<file path="src/rtl/lsu_if.sv">
// lsu_if: request, data-memory and writeback signals of the load/store unit
interface lsu_if;
  logic        req_valid;
  logic        req_ready;
  logic [31:0] req_addr;
  logic [31:0] req_wdata;
  logic        req_read;
  logic        req_write;
  logic [4:0]  req_rd;
  logic        mem_en;
  logic        mem_we;
  logic [31:0] mem_addr;
  logic [31:0] mem_wdata;
  logic        mem_ack;
  logic [31:0] mem_rdata;
  logic        wb_valid;
  logic        wb_ready;
  logic [31:0] wb_data;
  logic [4:0]  wb_rd;
  logic        wb_err;
  modport slave (
    input  req_valid, req_addr, req_wdata, req_read, req_write, req_rd, mem_ack, mem_rdata, wb_ready,
    output req_ready, mem_en, mem_we, mem_addr, mem_wdata, wb_valid, wb_data, wb_rd, wb_err
  );
  modport master (
    output req_valid, req_addr, req_wdata, req_read, req_write, req_rd, mem_ack, mem_rdata, wb_ready,
    input  req_ready, mem_en, mem_we, mem_addr, mem_wdata, wb_valid, wb_data, wb_rd, wb_err
  );
endinterface

</file>
<file path="src/rtl/load_store_unit.sv">
// load_store_unit: single-outstanding load/store FSM with ack timeout.
// Define LSU_MISALIGN_CHECK_EN to fault misaligned requests without a memory access.
module load_store_unit #(
  parameter int TIMEOUT = 16
) (
  input logic   clk,
  input logic   rst,
  lsu_if.slave  bus
);
  typedef enum logic [1:0] {IDLE, ACCESS, RESP} state_t;
  localparam logic [7:0] TO = TIMEOUT[7:0];
  state_t      state, state_d;
  logic [7:0]  cnt;
  logic [31:0] addr_r, wdata_r, wb_data_r;
  logic        we_r, wb_err_r;
  logic [4:0]  rd_r, wb_rd_r;
  logic        go, mis, ack, expire;
  assign go = bus.req_valid && state == IDLE && (bus.req_read || bus.req_write);
`ifdef LSU_MISALIGN_CHECK_EN
  assign mis = |bus.req_addr[1:0];
`else
  assign mis = 1'b0;
`endif
  assign ack = state == ACCESS && bus.mem_ack;
  assign expire = state == ACCESS && !bus.mem_ack && cnt == TO;
  always_comb begin
    state_d = state;
    unique case (state)
      IDLE:    state_d = go ? (mis ? RESP : ACCESS) : IDLE;
      ACCESS:  state_d = (ack || expire) ? RESP : ACCESS;
      RESP:    state_d = bus.wb_ready ? IDLE : RESP;
      default: state_d = IDLE;
    endcase
  end
  always_ff @(posedge clk) begin
    if (rst) begin
      state     <= IDLE;
      cnt       <= '0;
      addr_r    <= '0;
      wdata_r   <= '0;
      we_r      <= 1'b0;
      rd_r      <= '0;
      wb_data_r <= '0;
      wb_rd_r   <= '0;
      wb_err_r  <= 1'b0;
    end else begin
      state <= state_d;
      if (go) begin
        addr_r  <= bus.req_addr;
        wdata_r <= bus.req_wdata;
        we_r    <= bus.req_write;
        rd_r    <= bus.req_rd;
        cnt     <= 8'd1;
        if (mis) begin
          wb_data_r <= '0;
          wb_err_r  <= 1'b1;
          wb_rd_r   <= bus.req_write ? 5'd0 : bus.req_rd;
        end
      end
      if (ack || expire) begin
        wb_data_r <= (ack && !we_r) ? bus.mem_rdata : 32'd0;
        wb_err_r  <= expire;
        wb_rd_r   <= we_r ? 5'd0 : rd_r;
      end else if (state == ACCESS)
        cnt <= cnt + 8'd1;
    end
  end
  assign bus.req_ready = state == IDLE;
  assign bus.mem_en    = state == ACCESS;
  assign bus.mem_we    = state == ACCESS && we_r;
  assign bus.mem_addr  = addr_r & 32'hFFFF_FFFC;
  assign bus.mem_wdata = wdata_r;
  assign bus.wb_valid  = state == RESP;
  assign bus.wb_data   = wb_data_r;
  assign bus.wb_rd     = wb_rd_r;
  assign bus.wb_err    = wb_err_r;
endmodule

</file>
<file path="src/flat_wrapper.sv">
// flat-port wrapper written by rule: the top's interface ports become plain ports
module load_store_unit_flat 
#(
  parameter int TIMEOUT = 16
)
  (clk, rst, bus_req_valid, bus_req_addr, bus_req_wdata, bus_req_read, bus_req_write, bus_req_rd, bus_mem_ack, bus_mem_rdata, bus_wb_ready, bus_req_ready, bus_mem_en, bus_mem_we, bus_mem_addr, bus_mem_wdata, bus_wb_valid, bus_wb_data, bus_wb_rd, bus_wb_err);
  lsu_if bus_i ();
  input logic clk;
  input logic rst;
  input wire logic [$bits(bus_i.req_valid)-1:0] bus_req_valid;
  input wire logic [$bits(bus_i.req_addr)-1:0] bus_req_addr;
  input wire logic [$bits(bus_i.req_wdata)-1:0] bus_req_wdata;
  input wire logic [$bits(bus_i.req_read)-1:0] bus_req_read;
  input wire logic [$bits(bus_i.req_write)-1:0] bus_req_write;
  input wire logic [$bits(bus_i.req_rd)-1:0] bus_req_rd;
  input wire logic [$bits(bus_i.mem_ack)-1:0] bus_mem_ack;
  input wire logic [$bits(bus_i.mem_rdata)-1:0] bus_mem_rdata;
  input wire logic [$bits(bus_i.wb_ready)-1:0] bus_wb_ready;
  output wire logic [$bits(bus_i.req_ready)-1:0] bus_req_ready;
  output wire logic [$bits(bus_i.mem_en)-1:0] bus_mem_en;
  output wire logic [$bits(bus_i.mem_we)-1:0] bus_mem_we;
  output wire logic [$bits(bus_i.mem_addr)-1:0] bus_mem_addr;
  output wire logic [$bits(bus_i.mem_wdata)-1:0] bus_mem_wdata;
  output wire logic [$bits(bus_i.wb_valid)-1:0] bus_wb_valid;
  output wire logic [$bits(bus_i.wb_data)-1:0] bus_wb_data;
  output wire logic [$bits(bus_i.wb_rd)-1:0] bus_wb_rd;
  output wire logic [$bits(bus_i.wb_err)-1:0] bus_wb_err;
  assign bus_i.req_valid = bus_req_valid;
  assign bus_i.req_addr = bus_req_addr;
  assign bus_i.req_wdata = bus_req_wdata;
  assign bus_i.req_read = bus_req_read;
  assign bus_i.req_write = bus_req_write;
  assign bus_i.req_rd = bus_req_rd;
  assign bus_i.mem_ack = bus_mem_ack;
  assign bus_i.mem_rdata = bus_mem_rdata;
  assign bus_i.wb_ready = bus_wb_ready;
  assign bus_req_ready = bus_i.req_ready;
  assign bus_mem_en = bus_i.mem_en;
  assign bus_mem_we = bus_i.mem_we;
  assign bus_mem_addr = bus_i.mem_addr;
  assign bus_mem_wdata = bus_i.mem_wdata;
  assign bus_wb_valid = bus_i.wb_valid;
  assign bus_wb_data = bus_i.wb_data;
  assign bus_wb_rd = bus_i.wb_rd;
  assign bus_wb_err = bus_i.wb_err;
  load_store_unit #(.TIMEOUT(TIMEOUT)) u_core (.clk(clk), .rst(rst), .bus(bus_i));
endmodule
</file>
<file path="config.mk">
export PLATFORM = sky130hd
export DESIGN_NAME = load_store_unit_flat
export DESIGN_NICKNAME = d
export VERILOG_FILES = /design/src/rtl/lsu_if.sv /design/src/rtl/load_store_unit.sv /design/src/flat_wrapper.sv
export SDC_FILE = /design/constraint.sdc
export NUM_CORES = 1
export LEC_CHECK = 0
export ABC_AREA = 0
export CAP_MARGIN = 10
export CORE_MARGIN = 4
export CORE_UTILIZATION = 36
export CTS_CLUSTER_SIZE = 10
export DETAILED_ROUTE_END_ITERATION = 6
export GPL_ROUTABILITY_DRIVEN = 0
export PLACE_DENSITY = 0.76
export SYNTH_ARGS = -nofsm -noshare
export SYNTH_HDL_FRONTEND = slang
export SYNTH_SLANG_ARGS = --single-unit
export TNS_END_PERCENT = 20
</file>
<file path="constraint.sdc">
create_clock -name clk -period 1.6 [get_ports clk]
set_input_delay 0.32 -clock clk [delete_from_list [all_inputs] [get_ports clk]]
set_output_delay 0.32 -clock clk [all_outputs]
set_load 0.05 [all_outputs]
</file>
; Word level (Yosys, flattened, before mapping)
; Index checks and enable logic that the tools add are counted.
[totals]
register_bits = 118
wordCells = 34
[op_classes]
n_addsub = 1
eq_ne = 3
n_mux = 9
n_reduce_logical = 12
[ops]
columns = operator, count
row1 = 32-bit two-way mux, 1
row2 = 8-bit two-way mux, 3
row3 = 8-bit by 1-bit adder with 8-bit output (second input constant), 1
row4 = 8-bit by 5-bit == test with 1-bit output (second input constant), 1
row5 = 1-bit logical AND, 7
row6 = 2-bit one-hot mux with 3 select lines, 1
row7 = 5-bit two-way mux, 1
row8 = 2-bit two-way mux, 2
row9 = 2-bit by 1-bit == test with 1-bit output (second input constant), 1
row10 = 2-bit == test (second input constant), 1
row11 = 1-bit zero test, 2
row12 = 2-bit zero test, 1
row13 = 1-bit logical OR, 2
row14 = 1-bit two-way mux, 1

; Longest topological paths before layout
; Gate-level depths: netlist of the first run.
[logic_depth]
ltp_word = 6
depth_mapped = 7

; Worst setup path after synthesis of the first run
; Ideal clock, no wire load.
[synth_timing]
path_kind = reg2reg
startpoint = register u_core.state[1]
endpoint = register u_core.wdata_r[21], in the netlist u_core.bus.mem_wdata[21]
setup_time_ps = 132
arrival_time_ps = 1853
required_time_ps = 1468
path_slack_ps = -385
stages_incl_launch_ff = 7
path_buffers = 2
period_less_slack_ps = 1985
path_cell_list = dfxtp_1 nor2_1 o211ai_1 buf_2 buf_2 nand2_1 a21oi_1
[synth_via]
elab_chain_cells = 3
[synth_rtl]
columns = item, line
row1 = from (decl), load_store_unit.sv:12  ; state_t state, state_d;
row2 = from (signal assigned), load_store_unit.sv:47  ; state <= state_d;
row3 = 2-bit zero test, n/a
row4 = via bus_req_ready, flat_wrapper.sv:19  ; output wire logic [$bits(bus_i.req_ready)-1:0] bus_req_ready;
row5 = 1-bit logical AND (2 in series), load_store_unit.sv:18  ; assign go = bus.req_valid && state == IDLE && (bus.req_read || bus.req_write);
row6 = to (signal assigned), load_store_unit.sv:50  ; wdata_r <= bus.req_wdata;
row7 = to (decl), load_store_unit.sv:14  ; logic [31:0] addr_r, wdata_r, wb_data_r;
; The timed path passes the listed nets, and every way through them passes these cells.
; A chain may end at the register's enable or synchronous reset.

; Worst setup path in the final report of the first run
[layout_timing]
startpoint = register u_core.cnt[1]
endpoint = register u_core.cnt[6]
[layout_via]
elab_chain_cells = 4
elab_cells_between_ends = 6
[layout_rtl]
columns = item, line
row1 = from (decl), load_store_unit.sv:13  ; logic [7:0] cnt;
row2 = from (signal assigned), load_store_unit.sv:65  ; cnt <= cnt + 8'd1;
row3 = branches (longest 3 deep; another with 8-bit by 1-bit adder with 8-bit output), n/a
row4 = 8-bit two-way mux (*), load_store_unit.sv:60  ; if (ack || expire) begin
; Mark *: on every way between the ends.

==> metrics.csv, run 1 <==
stage;metric;value;unit
yosys;ys_ff_latch;116;
clock_tree;cts_tree;built;
cells_and_area;final_cell_mix;nand2_1 (141), buf_4 (124), dfxtp_1 (110);
sta;slew_viol_final;0;
yosys;syn_avg_cell_area;9.053;um2
global_routing;antenna_found_initial;0;
routing;finalWirelength;12.60;mm
routing;wl_met2;6.284;mm
sta;finalWorstSetupSlack;8.283;ps
placed_design;post-dp-hpwl;9.165;mm
yosys;syn_area;4228;um2
outcome;status;completed;
worst_setup_path;end_kind;flip-flop;
sta;fmax;628.3;MHz
floorplan;die-height;116.4;um
sta;finalCritPeriodShare;99.48;%
pwr;p_per_area;1192;nW/um2
worst_setup_path;worstPathRequired;1950;ps
global_routing;grt_usage;18.10;%
floorplan;die_area;13540;um2
cells_and_area;n_antenna_cell;0;
routing;initialDrtViolationCount;159;
routing;routedWlPerCell;14.87;um
global_routing;grt_max_degree;48;
sta;rsz0062_at_grt;yes;
placed_design;io_buffers;209;
clock_tree;clockBufferDepth;2;
flow_run;max-cap-violations;0;
worst_setup_path;crit_type;reg2reg;
yosys;ys.warnings.count;0;
clock_tree;ctsHoldBuffers;0;
pwr;power;8.461;mW
yosys;synthCells;467;
routing;antenna_left;0;
cells_and_area;synthToLayoutAreaGrowth;67.95;%
routing;vias;4128;
cells_and_area;fin_nets;801;
sta;hold_viol;0;
placed_design;place_ws;-227.7;ps
worst_hold_path;hp-class;in2reg;
clock_tree;cts.sinks;116;
global_routing;grt_overflow;0;
sta;fin_crit;1592;ps
yosys;yosysUniqueCellTypes;39;
cells_and_area;drive_gt1_share;28.41;%
floorplan;ios;214;
clock_tree;cts-root-buf;clkbuf_16;
floorplan;start_util;36.87;%
pwr;leakage;2.951;nW
floorplan;die_x;116.4;um
sta;setup_viol;0;
pwr;ir_worst_vdd;0.001031;V
floorplan;core_area;11470;um2
clock_tree;htreeDepth;4;
worst_setup_path;crit_fanout;4;
floorplan;row_count;39;
routing;met1_length;4.649;mm
global_routing;grt_pass1_wl;18.98;mm
sta;fin_setup_tns;0;ps
sta;fin_worst_skew;7.191;ps
sta;fin_hold_ws;423.5;ps
routing;firstDrtPassIters;5;
clock_tree;insertion_delay;420;ps
global_routing;grt_pass1_vias;3993;
worst_setup_path;crit_arrival;1950;ps
cells_and_area;layout_commonest_cell;nand2_1;
routing;wl_met3;1.261;mm
worst_setup_path;cp-start-kind;flip-flop;
routing;drt-vias-per-instance;4.874;
cells_and_area;fillerInstances;933;
clock_tree;numCtsBuffers;17;
clock_tree;clk_pin_slew;50;ps
yosys;ys_seq_area_share;54.93;%
routing;top_layer;met4;
routing;drcViolationCount;0;
==> repair_timing <==
item	4_1_cts	5_1_grt
gates resized for setup	15	17
buffers inserted	2	1
setup endpoints to repair	38	78
pin swaps	4	8
==> final timing paths <==
| path | start | to | slack, ps | depth (start not counted) |
|---|---|---|---|---|
| hold reg to reg | u_core.addr_r[15] | u_core.addr_r[15] | 450 | 2 |
| setup reg to reg | u_core.cnt[1] | u_core.cnt[6] | 8 | 6 |
| setup / recovery | u_core.cnt[1] | u_core.cnt[6] | 8 | 6 |
| hold / removal | rst | u_core.addr_r[8] | 420 | 3 |
==> state kept, by name (all words and copies together), names as in the netlist <==
register and cells:
u_core.bus.wb_err 1, u_core.rd_r 5, u_core.we_r 1, u_core.addr_r 30, u_core.bus.wb_data 32, u_core.bus.mem_wdata 32, u_core.cnt 8, u_core.bus.wb_rd 5
u_core.state 2
==> stage by stage <==
stage	util [%]	instances	cell area [um2]
after detailed placement	55.44	813	6357
after global routing	61.92	847	7101
after floorplan	-	468	4240
after CTS	61.22	847	7020
final	61.92	847	7101
after global placement	55.44	813	6357
==> final cells by class <==
| type | instances | area [um2] | share of cell area, % |
|---|---|---|---|
| flip-flops and latches | 116 | 2332 | 32.85 |
| repair buffers | 240 | 2170 | 30.56 |
| multi-input cells | 310 | 1780 | 25.07 |
| clock buffers | 22 | 484.2 | 6.819 |
| well taps | 143 | 178.9 | 2.520 |
| clock inverters | 10 | 127.6 | 1.797 |
| inverters | 6 | 27.53 | 0.3877 |
==> kinds of logic after synthesis <==
| logic type | after synthesis | share of synthesized area (%) |
|---|---|---|
| AO/OA/AOI/OAI | 135 | 21.43 |
| XOR/XNOR | 1 | 0.2072 |
| adder cells (fa/ha/maj) | 2 | 0.5918 |
| buffers and inverters | 42 | 5.268 |
| flip-flops | 116 | 54.93 |
| other | 1 | 0.08870 |
| AND/OR/NAND/NOR | 170 | 17.49 |
==> critical path: stages, from the launching register on <==
cell and delay, ps:
dfxtp_2 330, inv_2 50, ha_4 140, and4bb_4 210, a211oi_4 300, nor4bb_2 320, a311o_1 180
==> where the power goes <==
part / switching [mW] / internal [mW] / total [mW]
clock network: 1.28 / 2.59 / 3.87
registers: 0.0795 / 3.04 / 3.12
logic: 0.877 / 0.600 / 1.48
total: 2.23 / 6.23 / 8.46
==> cell usage after synthesis, drive strengths merged <==
master   number  area, um2
xnor2         1      8.760
ha            2      25.02
nand3         4      20.02
nand4b        5      43.79
a22o         32      280.3
nor3          3      30.03
a2111oi       4      60.06
or3           3      18.77
or2           2      12.51
nand4         1      12.51
nand2       141      529.3
o21ai         7      35.03
a21o          6      47.55
clkbuf       12      45.04
a32o          1      10.01
nand2b        2      12.51
nor2b         1      6.260
a31oi         1      6.260
buf          24      155.2
o211a         1      10.01
nor4bb        1      10.01
o211ai        1      7.510
a21oi        77      396.6
a22oi         1      7.510
a311o         1      10.01
a211oi        3      35.03
inv           6      22.52
and2          1      6.260
and3          1      6.260
dfxtp       116       2322
nor2          4      15.01
and4bb        1      16.27
conb          1      3.750
==> per-layer routing <==
metal  vias up  global-route usage [%]
met5         -                       0
met4         0                   9.049
met3        33                   8.187
met2       169                   30.82
met1      1883                   18.88
li1       2043                       -
Power figures use the tool's default switching activity.
==> inputs of run 2 (changes only) <==
Settings changed: GPL_ROUTABILITY_DRIVEN 0 to unset.
==> results of run 2 <==
Final layout, timing and power as in run 1 (identical DEF).
